===== src/rtl/peg_bmtx_pkg.sv =====
// Shared widths, multiplier latency and the result record for the PEG B-matrix multiplier stream.
// Latency: n/a (declarations only).
// Backpressure: n/a.
package peg_bmtx_pkg;
  localparam int A_W     = 16;
  localparam int B_W     = 14;
  localparam int P_W     = A_W + B_W;
  localparam int TAG_W   = 8;
  localparam int MUL_LAT = 3;

  typedef struct packed {
    logic signed [P_W-1:0] p;
    logic [TAG_W-1:0]      tag;
  } mul_res_t;
endpackage


===== src/rtl/peg_bmtx_mul_mul_16s_14ns_30_4_1.sv =====
// Pipelined 16-bit signed x 14-bit unsigned multiplier with clock enable.
// Latency: 3 register stages (input regs, product reg, output reg).
// Backpressure: none; ce freezes every stage together.
module peg_bmtx_mul_mul_16s_14ns_30_4_1 #(
  parameter int ID         = 1,
  parameter int NUM_STAGE  = 4,
  parameter int din0_WIDTH = 16,
  parameter int din1_WIDTH = 14,
  parameter int dout_WIDTH = 30
) (
  input  logic                  clk,
  input  logic                  reset,
  input  logic                  ce,
  input  logic [din0_WIDTH-1:0] din0,
  input  logic [din1_WIDTH-1:0] din1,
  output logic [dout_WIDTH-1:0] dout
);
  logic [din0_WIDTH-1:0] a_reg;
  logic [din1_WIDTH-1:0] b_reg;
  logic [dout_WIDTH-1:0] a_ext;
  logic [dout_WIDTH-1:0] b_ext;
  logic [dout_WIDTH-1:0] p_reg0;
  logic [dout_WIDTH-1:0] p_reg1;

  // Sign-extend A and zero-extend B so a modulo-2^30 multiply yields the signed product.
  always_comb begin
    a_ext = {{(dout_WIDTH-din0_WIDTH){a_reg[din0_WIDTH-1]}}, a_reg};
    b_ext = {{(dout_WIDTH-din1_WIDTH){1'b0}}, b_reg};
  end

  // Operand capture, multiply and output buffering, all advanced by ce.
  always_ff @(posedge clk) begin
    if (reset) begin
      a_reg  <= '0;
      b_reg  <= '0;
      p_reg0 <= '0;
      p_reg1 <= '0;
    end else if (ce) begin
      a_reg  <= din0;
      b_reg  <= din1;
      p_reg0 <= a_ext * b_ext;
      p_reg1 <= p_reg0;
    end
  end

  assign dout = p_reg1;
endmodule


===== src/rtl/peg_bmtx_res_fifo.sv =====
// DEPTH-entry synchronous FIFO of tagged products with registered empty/full flags.
// Latency: a write is visible on rd_dat/empty the cycle after the write edge.
// Backpressure: none internally; the caller must never write when full.
module peg_bmtx_res_fifo
  import peg_bmtx_pkg::*;
#(
  parameter int DEPTH = 8
) (
  input  logic     clk,
  input  logic     reset,
  input  logic     wr_en,
  input  mul_res_t wr_dat,
  input  logic     rd_en,
  output mul_res_t rd_dat,
  output logic     empty,
  output logic     full
);
  localparam int AW = $clog2(DEPTH);

  mul_res_t      mem [DEPTH];
  logic [AW:0]   wptr;
  logic [AW:0]   rptr;
  logic [AW:0]   wptr_nxt;
  logic [AW:0]   rptr_nxt;

  // Next pointer values; the extra MSB distinguishes full from empty.
  always_comb begin
    wptr_nxt = wptr + (AW+1)'(wr_en);
    rptr_nxt = rptr + (AW+1)'(rd_en);
  end

  // Storage array; no reset needed since entries are only read when flagged valid.
  always_ff @(posedge clk) begin
    if (wr_en) mem[wptr[AW-1:0]] <= wr_dat;
  end

  // Pointers and flags registered from next-state so no flag depends combinationally on wr_en/rd_en.
  always_ff @(posedge clk) begin
    if (reset) begin
      wptr  <= '0;
      rptr  <= '0;
      empty <= 1'b1;
      full  <= 1'b0;
    end else begin
      wptr  <= wptr_nxt;
      rptr  <= rptr_nxt;
      empty <= (wptr_nxt == rptr_nxt);
      full  <= (wptr_nxt[AW-1:0] == rptr_nxt[AW-1:0]) && (wptr_nxt[AW] != rptr_nxt[AW]);
    end
  end

  assign rd_dat = mem[rptr[AW-1:0]];

  // Credit admission upstream makes an overflowing write impossible.
  a_no_overflow: assert property (@(posedge clk) disable iff (reset) !(wr_en && full));
endmodule


===== src/rtl/peg_bmtx_mul_stream.sv =====
// Ready/valid wrapper returning tagged 16s x 14u products in acceptance order.
// Latency: 4 cycles from acceptance edge to m_valid when the result FIFO is empty.
// Backpressure: credit counter holds s_ready low once DEPTH results are in flight; nothing is dropped.
module peg_bmtx_mul_stream
  import peg_bmtx_pkg::*;
#(
  parameter int DEPTH = 8
) (
  input  logic                    clk,
  input  logic                    reset,
  input  logic                    s_valid,
  output logic                    s_ready,
  input  logic signed [A_W-1:0]   s_a,
  input  logic [B_W-1:0]          s_b,
  input  logic [TAG_W-1:0]        s_tag,
  output logic                    m_valid,
  input  logic                    m_ready,
  output logic signed [P_W-1:0]   m_p,
  output logic [TAG_W-1:0]        m_tag,
  output logic                    idle
);
  localparam int CW = $clog2(DEPTH) + 1;

  logic [CW-1:0]      cnt;
  logic               accept;
  logic               pop;
  logic [MUL_LAT-1:0] pipe_vld;
  logic [TAG_W-1:0]   pipe_tag [MUL_LAT];
  logic [P_W-1:0]     mul_p;
  mul_res_t           wr_res;
  mul_res_t           rd_res;
  logic               fifo_empty;
  logic               fifo_full;

  assign accept  = s_valid && s_ready;
  assign pop     = m_valid && m_ready;
  assign s_ready = (cnt < CW'(DEPTH));
  assign idle    = (cnt == '0);

  // Credit count: results accepted but not yet popped, whether in the pipe or the FIFO.
  always_ff @(posedge clk) begin
    if (reset) begin
      cnt <= '0;
    end else begin
      case ({accept, pop})
        2'b10:   cnt <= cnt + 1'b1;
        2'b01:   cnt <= cnt - 1'b1;
        default: cnt <= cnt;
      endcase
    end
  end

  // Valid flags travel with the multiplier; clearing them on reset masks stale products.
  always_ff @(posedge clk) begin
    if (reset) pipe_vld <= '0;
    else       pipe_vld <= {pipe_vld[MUL_LAT-2:0], accept};
  end

  // Tags follow the same path as the valid flags.
  always_ff @(posedge clk) begin
    pipe_tag[0] <= s_tag;
    for (int i = 1; i < MUL_LAT; i++) pipe_tag[i] <= pipe_tag[i-1];
  end

  peg_bmtx_mul_mul_16s_14ns_30_4_1 #(
    .ID         (1),
    .NUM_STAGE  (4),
    .din0_WIDTH (A_W),
    .din1_WIDTH (B_W),
    .dout_WIDTH (P_W)
  ) u_mul (
    .clk   (clk),
    .reset (reset),
    .ce    (1'b1),
    .din0  (s_a),
    .din1  (s_b),
    .dout  (mul_p)
  );

  assign wr_res.p   = mul_p;
  assign wr_res.tag = pipe_tag[MUL_LAT-1];

  peg_bmtx_res_fifo #(.DEPTH(DEPTH)) u_fifo (
    .clk    (clk),
    .reset  (reset),
    .wr_en  (pipe_vld[MUL_LAT-1]),
    .wr_dat (wr_res),
    .rd_en  (pop),
    .rd_dat (rd_res),
    .empty  (fifo_empty),
    .full   (fifo_full)
  );

  assign m_valid = !fifo_empty;
  assign m_p     = rd_res.p;
  assign m_tag   = rd_res.tag;
endmodule


===== config.mk =====
export PLATFORM = sky130hd
export DESIGN_NAME = peg_bmtx_mul_stream
export DESIGN_NICKNAME = d
export VERILOG_FILES = /design/src/rtl/peg_bmtx_pkg.sv /design/src/rtl/peg_bmtx_mul_mul_16s_14ns_30_4_1.sv /design/src/rtl/peg_bmtx_res_fifo.sv /design/src/rtl/peg_bmtx_mul_stream.sv
export SDC_FILE = /design/constraint.sdc
export NUM_CORES = 1
export LEC_CHECK = 0
export CORE_MARGIN = 3
export CORE_UTILIZATION = 35
export CTS_CLUSTER_DIAMETER = 150
export CTS_CLUSTER_SIZE = 30
export DETAILED_ROUTE_END_ITERATION = 8
export GPL_TIMING_DRIVEN = 0
export SYNTH_ARGS = -nofsm -noshare
export SYNTH_HDL_FRONTEND = slang
export SYNTH_SLANG_ARGS = --single-unit

===== constraint.sdc =====
create_clock -name clk -period 5.9 [get_ports clk]
set_clock_uncertainty 0.1 [all_clocks]
set_input_delay 0.885 -clock clk [delete_from_list [all_inputs] [get_ports clk]]
set_output_delay 0.885 -clock clk [all_outputs]
set_load 0.02 [all_outputs]

---- Word-level counts from Yosys, hierarchy flattened ----
Memory sizes are Yosys's and may differ from the RTL's. A register that Yosys moved wholly into a read port is not among the register bits.
Cells that the tools add are included.
cells by class
  reductions and logical operators ........ 5
  magnitude comparators ................... 1
  add/subtract/negate cells ............... 4
  multipliers ............................. 1
  equal/unequal tests ..................... 3
  muxes and demuxes ....................... 4
operator list
  cell                                                                 number
  16-bit by 15-bit multiplier with 30-bit output                       1
  4-bit by 1-bit adder with 4-bit output                               2
  4-bit one-hot mux with 2 select lines                                1
  4-bit by 1-bit adder with 4-bit output (second input constant)       1
  4-bit == test                                                        1
  4-bit zero test                                                      1
  4-bit < comparator (second input constant)                           1
  4-bit by 1-bit subtractor with 4-bit output (second input constant)  1
  3-bit two-way mux                                                    1
  2-bit by 1-bit == test with 1-bit output (second input constant)     1
  2-bit == test (second input constant)                                1
  1-bit logical AND                                                    2
  1-bit two-way mux                                                    2
  2-bit nonzero test                                                   1
  1-bit zero test                                                      1
storage, ports and cells
  RAM bits ................................ 328
  bits in registers ....................... 106
  memories kept ........................... 2
memories
  memory      words  width  rd ports  clocked after Yosys merged registers in  wr ports  line                       text
  u_fifo.mem  8      38     1         1                                        1         peg_bmtx_res_fifo.sv:20    mul_res_t mem [DEPTH];
  pipe_tag    3      8      3         0                                        3         peg_bmtx_mul_stream.sv:28  logic [TAG_W-1:0] pipe_tag [MUL_LAT];

---- Longest topological paths before layout ----
  word-level depth ........................ 4
  gate-level depth with buffers ........... 23
  mapped depth without buffers ............ 22

---- Cells and area by module ----
Synthesis repeated with hierarchy kept, for this count alone.
unflattened totals
  cells, all modules ...................... 1782
  area, all modules ....................... 24278.3 µm²
by module, submodules not included
  module                            sequential area each (µm²)  times used  cells an instance  area each (µm²)
  peg_bmtx_res_fifo                 9328.9                      1           489                11852.6
  peg_bmtx_mul_mul_16s_14ns_30_4_1  1801.7                      1           1229               11584.9
  peg_bmtx_mul_stream               620.6                       1           64                 840.8

---- Least setup slack after synthesis ----
No wires, ideal clock.
  path type ............................... flip-flop to flip-flop
  start ................................... register u_mul.a_reg[15]
  end ..................................... register u_mul.p_reg0[29]
  arrival ................................. 5.515 ns
  slack ................................... 0.168 ns
  library setup time ...................... 0.117 ns
  data required time ...................... 5.683 ns
  stages on the path, launching flop included .. 19
  cells stage by stage .................... dfxtp_1 > clkbuf_1 > nand2_1 > fa_1 > fa_1 > fa_1 > inv_1 > fa_1 > fa_1 > fa_1 > ha_1 > clkbuf_1 > a21o_1 > or3b_1 > a21oi_1 > a311oi_2 > a21oi_1 > mux2i_1 > nand2_1
between the ends
  word-level cells in the longest chain between the ends .. 1
ends and longest elaborated chain
  item                                            line                                    text
  from (decl)                                     peg_bmtx_mul_mul_16s_14ns_30_4_1.sv:18  logic [din0_WIDTH-1:0] a_reg;
  from (signal assigned)                          peg_bmtx_mul_mul_16s_14ns_30_4_1.sv:39  a_reg <= din0;
  16-bit by 15-bit multiplier with 30-bit output  peg_bmtx_mul_mul_16s_14ns_30_4_1.sv:41  p_reg0 <= a_ext * b_ext;
  to (signal assigned)                            peg_bmtx_mul_mul_16s_14ns_30_4_1.sv:41
  to (decl)                                       peg_bmtx_mul_mul_16s_14ns_30_4_1.sv:22  logic [dout_WIDTH-1:0] p_reg0;
Every way passes these cells.
A chain may end at the register's enable or synchronous reset.

---- Worst setup path after layout ----
  start ................................... register u_mul.b_reg[2]
  end ..................................... register u_mul.p_reg0[27]
between the ends
  word-level cells in the longest chain between the ends .. 1
ends and longest elaborated chain
  item                                            line                                    text
  from (decl)                                     peg_bmtx_mul_mul_16s_14ns_30_4_1.sv:19  logic [din1_WIDTH-1:0] b_reg;
  from (signal assigned)                          peg_bmtx_mul_mul_16s_14ns_30_4_1.sv:40  b_reg <= din1;
  16-bit by 15-bit multiplier with 30-bit output  peg_bmtx_mul_mul_16s_14ns_30_4_1.sv:41
Every way passes these cells.

==> flow_summary.json <==
{
  "drc": 0,
  "syn2layout_area_growth_pct": 15.2,
  "leakage_nw": 10.3,
  "drive_gt1_share_pct": 18.0,
  "cts_hold_repair.buffers": 0,
  "crit_family": "adder cells",
  "r2r_cells": 22,
  "antenna_found_initial": 0,
  "synthesis.area_mm2": 0.0233,
  "grt_pass1_vias": 14200,
  "clock_latency_ns": 0.56,
  "final_nets": 2130,
  "vias_per_cell": 4.78,
  "gp_congestion": 0.870,
  "ant_nets": 0,
  "cts_tree": "done",
  "cp.arrival_ns": 6.29,
  "violations": "negative setup slack",
  "reg2reg_from": "u_mul.b_reg[2]",
  "synth_top_flop_cell": "edfxtp_1",
  "worst_path_max_delay_cell": "fa_1",
  "num_rows": 93,
  "clk_pin_slew_ns": 0.11,
  "clockBufferDepth": 3,
  "required_ns": 6.29,
  "ir_worst_vdd_mv": 0.200,
  "cts_root_buffer": "clkbuf_16",
  "cpMostUsedCell": "fa_1",
  "max_slew_margin_pct": 29.5,
  "cap_violations": 0,
  "hpwl_um": 36900,
  "startpoint_type": "flip-flop",
  "largest_reg_flops": 304,
  "layout_commonest_cell": "edfxtp_1",
  "synth.net_count": 1989,
  "seq_area_frac_synth_pct": 50.3,
  "worstHoldStart": "pipe_tag[0][11]",
  "drt_wl_total_um": 50500,
  "postSynth.asyncResetShare_pct": 0,
  "hold_violations": 0,
  "rsz0062_at_grt": "true",
  "avgRoutedWirePerCell_um": 19.0,
  "grtUsageTotal_pct": 14.6,
  "grt_max_degree": 32,
  "synth_area_leaders": "edfxtp_1 (39%), fa_1 (18%), dfxtp_1 (11%)",
  "drtIter0Drc": 864,
  "power_w": 0.00699,
  "fin_ws_ns": -0.00622,
  "worst-path-buf-inv": 7,
  "crit_path_end_kind": "flip-flop",
  "hold_slack_ns": 0.238,
  "worst_pin_slew_ns": 1.06,
  "cts_sinks": 434,
  "r2r_setup_slack_ns": -0.006,
  "status": "complete, but fails checks",
  "cts_buffers": 18,
  "via_count": 12700,
  "cts-htree-levels": 1,
  "start_util_pct": 35.8,
  "synth_edf_count": 304,
  "period_minus_slack_ns": 5.91,
  "io_pins": 83,
  "synth_top_area_cell": "edfxtp_1",
  "synth_cells": 1653,
  "final_cell_mix": "edfxtp_1 (304), inv_1 (212), fa_1 (208), and2_1 (132), dfxtp_1 (107)",
  "hold_path_end": "pipe_tag[0][19]",
  "max_freq_mhz": 169,
  "reg2reg_to": "u_mul.p_reg0[27]",
  "core_area_mm2": 0.0652,
  "slew_violations": 0,
  "grt_pass1_wl_um": 80400,
  "die_x_um": 264,
  "cp_slowest_stage_delay_ns": 0.57,
  "yosysWarnings": 0,
  "firstDrtPassIters": 4,
  "timing.final.crit_share_pct": 100,
  "hold_class": "reg2reg",
  "path_cells": "buf_4 > and2_4 > fa_1 > inv_2 > fa_1 > inv_2 > fa_1 > fa_2 > fa_1 > inv_1 > fa_1 > inv_2 > ha_4 > nand2_4 > o31ai_4 > a41oi_2 > buf_4 > a311oi_2 > buf_4 > a21oi_4 > o211a_1 > nor3b_2",
  "syn_area_per_cell_um2": 14.1,
  "critPathMaxFanout": 5,
  "setup_viol": 1,
  "hold_depth": 0,
  "netlist.area_leader.share_pct": 39.2,
  "portBuffers": 81,
  "fp.dieH_um": 264,
  "ys_types": 52,
  "ys_seq_elements": 434,
  "fp.dieArea_mm2": 0.0697,
  "grt_overflow": 0,
  "num_antenna_cells": 0,
  "power_density_mw_per_mm2": 260,
  "fillers": 5949,
  "path_class": "reg2reg"
}
what timing repair did:
item	CTS	global route
setup endpoints to repair	17	12
buffers inserted	10	18
gates resized for setup	114	106
pin swaps	11	45
metal layers:
| layer | vias to the layer above | GRT usage, % | wire length, µm |
|---|---|---|---|
| li1 | 5789 | - | - |
| met1 | 6603 | 19.8 | 22500 |
| met2 | 263 | 25.3 | 24800 |
| met3 | 47 | 2.21 | 2350 |
| met4 | 0 | 2.70 | 863 |
| met5 | - | 0 | 0 |
cell usage after synthesis (2+ instances only):
| library cell | instances |
|---|---|
| mux4_2 | 76 |
| a21o_1 | 13 |
| and2_1 | 139 |
| o21ai_0 | 14 |
| nor3_1 | 8 |
| nor2_1 | 46 |
| o21bai_1 | 2 |
| xnor2_1 | 26 |
| buf_2 | 5 |
| mux2_2 | 39 |
| ha_1 | 79 |
| inv_1 | 223 |
| o21a_1 | 3 |
| edfxtp_1 | 304 |
| dfxtp_1 | 130 |
| nand2b_1 | 6 |
| buf_1 | 3 |
| a211oi_1 | 6 |
| mux2i_1 | 2 |
| nor4_1 | 3 |
| clkbuf_1 | 59 |
| nand3_1 | 5 |
| or3_1 | 4 |
| o211ai_1 | 3 |
| fa_1 | 215 |
| nor2b_1 | 73 |
| xor2_1 | 13 |
| nand4_1 | 4 |
| a21oi_1 | 21 |
| a31oi_1 | 2 |
| nand2_1 | 106 |
area by class of cell:
class                   count  area [µm²]  area share (%)
plain buffers              64         434            1.62
repair buffers            124        1260            4.69
well taps                 855        1070            3.98
inverters                 223         837            3.12
multi-input cells         929       10900            40.6
clock buffers              28         488            1.82
flip-flops and latches    434       11800            43.9
clock inverters             3        62.6           0.233
where the power goes:
part           switching [W]  leakage (nW)  internal, W
Clock               0.000900         0.262     0.000636
Combinational        0.00102          6.18     0.000885
Sequential          0.000114          3.87      0.00343
worst max-delay path by stage:
| stage | start | endpoint | cells past startpoint |
|---|---|---|---|
| floorplan | u_mul.a_reg[15] | u_mul.p_reg0[29] | 18 |
| global placement | u_mul.b_reg[0] | u_mul.p_reg0[27] | 17 |
| detailed placement | u_mul.b_reg[0] | u_mul.p_reg0[27] | 17 |
| CTS | u_mul.b_reg[1] | u_mul.p_reg0[29] | 18 |
| global route | u_mul.a_reg[8] | u_mul.p_reg0[27] | 22 |
| finish | u_mul.b_reg[2] | u_mul.p_reg0[27] | 22 |
metrics by stage:
stage / cells / util [%] / area [µm²] / TNS (ns) / worst slack, ns
detailed placement: 2604 / 39.1 / 25500 / -9.61 / -0.932
CTS: 2643 / 40.5 / 26400 / -0.0121 / -0.0101
global route: 2660 / 41.2 / 26900 / -0.746 / -0.156
global placement: 2589 / 38.7 / 25200 / -27.69 / -0.874
floorplan: 1653 / - / 23300 / 0 / 0.168
finish: 2660 / 41.2 / 26900 / -0.00622 / -0.00622
worst register-to-register path, delay by kind of cell, from the launching register on:
family | cells | cell delay (ns)
adder cells (fa/ha/maj) | 7 | 3.38
AND/OR/NAND/NOR | 3 | 0.37
flip-flops | 1 | 0.38
AO/OA/AOI/OAI | 5 | 0.90
buffers and inverters | 7 | 0.69
cell families after synthesis:
kind of cell               after synthesis  share of synthesized area, %
buffers and inverters                  290                          4.70
AOI/OAI and AO/OA                       77                          2.34
muxes                                  117                          9.31
DFF                                    434                          50.3
xor gates and xnor gates                39                          1.47
and+or+nand+nor                        402                          9.15
adders and majority gates              294                          22.7
(Power assumes the default switching activity.)
